### src/rtl/tdm_mult_scheduler.sv
// Round-robin, burst-owning arbiter that time-shares one pipelined unsigned
// multiplier among NCH FIFO read channels and returns channel-tagged products.
module tdm_mult_scheduler #(
  parameter int  NCH       = 4,
  parameter int  WIDTH     = 8,
  parameter int  MULT_LAT  = 3,
  parameter int  BURST_MAX = 16,
  localparam int CHW       = (NCH > 1) ? $clog2(NCH) : 1
) (
  input  logic                 rd_clk,
  input  logic                 rst,
  input  logic [NCH-1:0]       req,
  input  logic [NCH*WIDTH-1:0] a,
  input  logic [NCH*WIDTH-1:0] b,
  output logic [NCH-1:0]       gnt,
  output logic                 busy,
  output logic                 res_valid,
  output logic [CHW-1:0]       res_ch,
  output logic [2*WIDTH-1:0]   res_data
);
  localparam int BW = $clog2(BURST_MAX + 1);
  localparam int PW = 2 * WIDTH;

  typedef enum logic {S_IDLE, S_OWN} state_t;

  state_t         state_q, state_d;
  logic [CHW-1:0] owner_q, owner_d;
  logic [CHW-1:0] ptr_q, ptr_d;
  logic [BW-1:0]  beat_cnt_q, beat_cnt_d;
  logic [CHW-1:0] gidx;
  logic [CHW-1:0] owner_nxt;
  logic [NCH-1:0] others;
  logic [NCH-1:0] pool;
  logic           issue;

  function automatic logic [CHW-1:0] rr_pick(input logic [NCH-1:0] m,
                                             input logic [CHW-1:0] p);
    logic [CHW-1:0] r;
    logic           hit;
    int             idx;
    r   = '0;
    hit = 1'b0;
    for (int k = 0; k < NCH; k++) begin
      idx = (int'(p) + k) % NCH;
      if (!hit && m[idx]) begin
        r   = CHW'(idx);
        hit = 1'b1;
      end
    end
    return r;
  endfunction

  function automatic logic [CHW-1:0] inc_mod(input logic [CHW-1:0] v);
    return (int'(v) == NCH - 1) ? '0 : v + 1'b1;
  endfunction

  always_comb begin
    state_d    = state_q;
    owner_d    = owner_q;
    ptr_d      = ptr_q;
    beat_cnt_d = beat_cnt_q;
    gidx       = owner_q;
    issue      = 1'b0;
    owner_nxt  = inc_mod(owner_q);
    others     = req;
    others[owner_q] = 1'b0;
    // The retiring owner only wins again when nobody else is asking.
    pool       = (|others) ? others : req;
    case (state_q)
      S_IDLE: begin
        if (|req) begin
          gidx       = rr_pick(req, ptr_q);
          issue      = 1'b1;
          owner_d    = gidx;
          beat_cnt_d = BW'(1);
          state_d    = S_OWN;
        end
      end
      S_OWN: begin
        if (req[owner_q] && (beat_cnt_q < BW'(BURST_MAX))) begin
          issue      = 1'b1;
          beat_cnt_d = beat_cnt_q + 1'b1;
        end else begin
          ptr_d = owner_nxt;
          if (|pool) begin
            gidx       = rr_pick(pool, owner_nxt);
            issue      = 1'b1;
            owner_d    = gidx;
            beat_cnt_d = BW'(1);
          end else begin
            state_d = S_IDLE;
          end
        end
      end
      default: state_d = S_IDLE;
    endcase
    if (rst) issue = 1'b0;
    gnt = '0;
    if (issue) gnt[gidx] = 1'b1;
  end

  always_ff @(posedge rd_clk) begin
    if (rst) begin
      state_q    <= S_IDLE;
      owner_q    <= '0;
      ptr_q      <= '0;
      beat_cnt_q <= '0;
    end else begin
      state_q    <= state_d;
      owner_q    <= owner_d;
      ptr_q      <= ptr_d;
      beat_cnt_q <= beat_cnt_d;
    end
  end

  assign busy = (state_q == S_OWN);

  logic [WIDTH-1:0] a_p0_q, b_p0_q;
  logic [PW-1:0]    mult_p0;
  logic             vld_q  [0:MULT_LAT];
  logic [CHW-1:0]   ch_q   [0:MULT_LAT];
  logic [PW-1:0]    prod_q [1:MULT_LAT];
  logic [PW-1:0]    prod_d [1:MULT_LAT];

  // Stage 0: operands of the granted channel; bubbles carry don't-care data.
  always_ff @(posedge rd_clk) begin
    a_p0_q  <= a[int'(gidx)*WIDTH +: WIDTH];
    b_p0_q  <= b[int'(gidx)*WIDTH +: WIDTH];
    ch_q[0] <= gidx;
  end

  assign mult_p0 = PW'(a_p0_q) * PW'(b_p0_q);

  always_ff @(posedge rd_clk) begin
    if (rst) begin
      for (int k = 0; k <= MULT_LAT; k++) vld_q[k] <= 1'b0;
    end else begin
      vld_q[0] <= issue;
      for (int k = 1; k <= MULT_LAT; k++) vld_q[k] <= vld_q[k-1];
    end
  end

  // Stages 1..MULT_LAT: product pipeline; the last stage is the held output.
  for (genvar k = 1; k <= MULT_LAT; k++) begin : g_stage
    if (k == 1) begin : g_first
      assign prod_d[k] = mult_p0;
    end else begin : g_next
      assign prod_d[k] = prod_q[k-1];
    end
    if (k < MULT_LAT) begin : g_mid
      always_ff @(posedge rd_clk) begin
        prod_q[k] <= prod_d[k];
        ch_q[k]   <= ch_q[k-1];
      end
    end else begin : g_out
      always_ff @(posedge rd_clk) begin
        if (rst) begin
          prod_q[k] <= '0;
          ch_q[k]   <= '0;
        end else if (vld_q[k-1]) begin
          prod_q[k] <= prod_d[k];
          ch_q[k]   <= ch_q[k-1];
        end
      end
    end
  end

  assign res_valid = vld_q[MULT_LAT];
  assign res_ch    = ch_q[MULT_LAT];
  assign res_data  = prod_q[MULT_LAT];

endmodule
### config.mk
export PLATFORM = sky130hd
export DESIGN_NAME = tdm_mult_scheduler
export DESIGN_NICKNAME = d
export VERILOG_FILES = /design/src/rtl/tdm_mult_scheduler.sv
export SDC_FILE = /design/constraint.sdc
export NUM_CORES = 1
export LEC_CHECK = 0
export BUFFER_PORTS_ARGS = -buffer_cell sky130_fd_sc_hd__buf_2
export CORE_ASPECT_RATIO = 0.75
export CORE_MARGIN = 2
export CORE_UTILIZATION = 25
export DETAILED_ROUTE_END_ITERATION = 7
export HOLD_SLACK_MARGIN = 0.05
export SLEW_MARGIN = 20
export SYNTH_ARGS = -nofsm -noshare
export SYNTH_HDL_FRONTEND = slang
export SYNTH_SLANG_ARGS = --single-unit
### constraint.sdc
create_clock -name rd_clk -period 5.5 [get_ports rd_clk]
set_clock_uncertainty 0.2 [all_clocks]
set_input_delay 0.825 -clock rd_clk [delete_from_list [all_inputs] [get_ports rd_clk]]
set_output_delay 0.825 -clock rd_clk [all_outputs]
set_load 0.005 [all_outputs]
* Word level (Yosys, flattened, before mapping)
Memory sizes are Yosys's and may differ from the RTL's. Index checks and enable logic that the tools add are counted.
Storage, ports and cells: register bits 26, bits in writable memories 60, bits of input ports 70, word-level logic and storage cells 163, memories kept 3
Memories:
- prod_q | words 3, bits a word 16, rd ports 3, clocked after memory_dff 0, wr ports 3, line 122 | logic [PW-1:0] prod_q [1:MULT_LAT];
- ch_q | words 4, bits a word 2, rd ports 4, clocked after memory_dff 0, wr ports 4, line 121 | logic [CHW-1:0] ch_q [0:MULT_LAT];
- vld_q | words 4, bits a word 1, rd ports 4, clocked after memory_dff 0, wr ports 4, line 120 | logic vld_q [0:MULT_LAT];
Operators by class: $add $sub $neg 8, multiply operators 1, magnitude comparators 13, eq/ne operators 3, shift-type cells 2, multiplexer cells 85, bitwise operators 16, reductions and logical operators 26
Operators with widths (count):
- 32-bit by 6-bit variable part select with 8-bit output | 2
- 1-bit two-way mux | 52
- 2-bit two-way mux | 13
- 3-bit by 4-bit < comparator with 1-bit output (second input constant) | 6
- 1-bit binary-select mux with 2-bit select | 9
- 8-bit by 8-bit multiplier with 16-bit output | 1
- 16-bit two-way mux | 1
- 5-bit two-way mux | 3
- 2-bit by 3-bit < comparator with 1-bit output (second input constant) | 4
- 2-bit OR reduction | 6
- 4-bit OR reduction | 3
- 5-bit one-hot mux with 2 select lines | 1
- 1-bit logical AND | 9
- 2-bit adder (second input constant) | 4
- 4-bit two-way mux | 2
- 2-bit by 1-bit adder with 2-bit output (second input constant) | 3
- 1-bit AND (first input constant) | 6
- 1-bit zero test | 6
- 1-bit OR | 6
- 5-bit by 1-bit adder with 5-bit output (second input constant) | 1
- 5-bit < comparator (second input constant) | 1
- 4-bit AND | 1
- 1-bit demux with 2-bit select | 2
- 2-bit by 1-bit >= comparator with 1-bit output (second input constant) | 2
- 8 further kinds | 10

* Depth between registers and ports, before layout
word-level depth 37, depth in mapped cells 17, mapped depth without buffers 17

* Worst setup path before layout
OpenSTA, ideal clock, no wires.
path kind register to register, start point reg a_p0_q[2], end point reg prod_q[0][29] (netlist name), arrival time 4019 ps, required time 5228 ps, path slack 1209 ps, stages on the path, launching flop included 15, path buffers 0, cell sequence dfxtp_1 -> and2_1 -> fa_1 -> fa_1 -> fa_1 -> inv_1 -> fa_1 -> inv_1 -> ha_1 -> or3_1 -> o211a_1 -> o21a_1 -> o21ai_1 -> nor2b_1 -> xnor2_1
RTL lines:
- start: declaration | line 118 | logic [WIDTH-1:0] a_p0_q, b_p0_q;
- start signal: assignment | line 127 | a_p0_q <= a[int'(gidx)*WIDTH +: WIDTH];

==> flow_summary.ini <==
[setup_path]
crit_path_frequent_cell = fa_1
required_ns = 5.57
crit_family = adder cells
reg2reg_slack_ns = 0.96
critical_path.slowest_cell = fa_1
reg2reg_depth = 14
reg2reg_to = prod_q[0][29]
worst_path_largest_cell_delay_ns = 0.54
crit_type = reg2reg
r2r-start = a_p0_q[2]
cp_data_arrival_time_ns = 4.61
path_max_fanout = 8
start_kind = flop
end_kind = flop
crit_chain = and2_1 -> fa_1 -> fa_1 -> fa_1 -> inv_1 -> fa_1 -> inv_1 -> ha_1 -> or3_1 -> o211a_1 -> o21a_1 -> o21ai_1 -> nor2b_1 -> xnor2_1
path_buf_inv = 2

[placement]
gp_congestion = 0.8467
placed_cells_incl_taps = 844
portBuffers = 93
hpwlAfterDp_um = 8388
post-place-ws_ns = 0.9540
post_dp_cell_area_um2 = 5984

[clock_network]
insertion_delay_ns = 0.33
root_buffer = clkbuf_16
cts_buffers = 9
clockBufferDepth = 2
htreeDepth = 3
postCtsHoldBufs = 0
path_clk_slew_ns = 0.06
cts.sinks = 86
cts-resized-gates = 0
cts_tree = yes
cts_setup_buffers = 0

[global_route]
antenna_found_initial = 1
overflow = 0
grt_pass1_vias = 3636
grtUsageTotal_pct = 10.18
grt_pass1_wl_um = 17690
grt_max_degree = 24

[yosys]
yosysMostFrequentCell = and2_1
synth_area_per_cell_um2 = 10.94
synth.top_cells.by_count = and2_1, dfxtp_1, inv_1, ha_1, fa_1
yosysWarningCount = 0
synth_top_area_share_pct = 26.20
synth-seq-area-share_pct = 36.61
synth_edf_count = 18
syn-instance-count = 475
synth_area_leader_cell = dfxtp_1
async_flop_share_pct = 0
synth_seq_cells = 86
synth_cell_type_count = 52
synthesis.nets = 622
yosys-top-cells-area = dfxtp_1, fa_1, edfxtp_1
netlist_area_um2 = 5195
synthFlopType = dfxtp_1

[outcome]
status = finished, final reports clean

[drt]
drcViolationCount = 0
wl_per_cell_um = 12.01
finalWirelength_um = 10330
dr.pass1.iters = 4
via_count = 3576
ant_nets = 0
viasPerCell = 4.158
drt-initial-drc-count = 195

[timing]
post-route-period-util_pct = 82.62
drv_slew = 0
finalSetupViolations = 0
rsz0062_at_grt = false
layout_setup_ws_ns = 0.9558
relSlewSlack_pct = 50.84
tightest_slew_ns = 0.7334
max_freq_mhz = 220.1
setup_tns_ns = 0
hold_viol = 0
min_period_ns = 4.544

[die]
start_util_pct = 25.56
die_area_um2 = 21960
io_pins = 94
core_area_um2 = 20330
placementRows = 45
die_h_um = 128.8
fp.dieW_um = 170.5

[hold_path]
min_from = ch_q[1][0]
hold_class = reg2reg
holdPathStages = 0
hold_end = ch_q[2][0]

[finish]
final_cell_area_um2 = 6269
fin_nets = 720
drive_above_1_share_pct = 23.53
num_antenna_cells = 0
utilization_pct = 30.84
areaGrowthSynthToFinish_pct = 20.66
fin_cells = 860

[power_and_ir_drop]
irDropWorstVdd_v = 0.0005103
p_leak_nw = 2.853
power-per-cell-area_nw_per_um2 = 718.9

[flow_run]
drv_cap = 0
## flip-flops by register name, indices dropped and copies added, names as in the netlist
name,flops
busy,1
b_p0_q,8
beat_cnt_q,5
vld_q,4
a_p0_q,8
prod_q,48
owner_q,2
ptr_q,2
ch_q,8
## power by group
group	internal (W)	switching [W]
combinational	0.00140	0.00157
sequential	0.000873	0.0000984
clock	0.000319	0.000245
total	0.00259	0.00192
## metal layers
metal	track usage, %	routed length [µm]	vias to the layer above
li1	-	-	1799
met1	13.95	5155	1653
met2	15.47	4300	114
met3	3.261	731	10
met4	2.815	140	0
met5	0	0	-
## worst max-delay path by stage
stage	from	endpoint	slack, ns	cells after the start
after floorplan	a_p0_q[2]	prod_q[0][29]	1.21	14
after global placement	a_p0_q[0]	prod_q[0][30]	1.05	14
after detailed placement	a_p0_q[3]	prod_q[0][29]	0.95	14
after CTS	a_p0_q[3]	prod_q[0][29]	0.94	14
after global routing	b_p0_q[5]	prod_q[0][29]	0.68	14
final	a_p0_q[2]	prod_q[0][29]	0.96	14
## per-stage QoR
| stage | hold slack [ns] | power [W] |
|---|---|---|
| after floorplan | 0.1096 | 0.003364 |
| after CTS | 0.1250 | 0.004589 |
| final | 0.1246 | 0.004507 |
| after global placement | 0.1129 | 0.003977 |
| after global routing | 0.1309 | 0.005112 |
| after detailed placement | 0.1121 | 0.003967 |
## cell type report
type | count | area [µm²]
fillers | 2123 | 14060
multi-input cells | 323 | 3028
flip-flops and latches | 86 | 1902
repair buffers | 96 | 488.0
well taps | 282 | 352.8
clock buffers | 10 | 239.0
inverters | 57 | 214.0
clock inverters | 6 | 45.04
## worst reg2reg max path: stages (launching register included)
cell	delay (ns)
dfxtp_1	0.38
and2_1	0.21
fa_1	0.51
fa_1	0.52
fa_1	0.54
inv_1	0.05
fa_1	0.53
inv_1	0.04
ha_1	0.22
or3_1	0.38
o211a_1	0.24
o21a_1	0.20
o21ai_1	0.16
nor2b_1	0.18
xnor2_1	0.12
## cells in the final DEF, fill, tap and decap left out, types with 15 or more instances in the layout
master    instances
dfxtp_1          68
ha_1             41
nand2_1          25
mux4_2           15
edfxtp_1         18
and2_1           69
inv_1            56
buf_2            93
nor2_1           21
fa_1             36
## cell families after synthesis
group | after synthesis | synth area share (%)
adder cells (fa/ha/maj) | 77 | 23.75
multiplexers | 22 | 7.852
XOR/XNOR | 10 | 1.686
AO/OA/AOI/OAI | 52 | 7.515
buffers and inverters | 66 | 5.299
flip-flops | 86 | 36.61
AND/OR/NAND/NOR | 162 | 17.29
(Power assumes the default switching activity.)
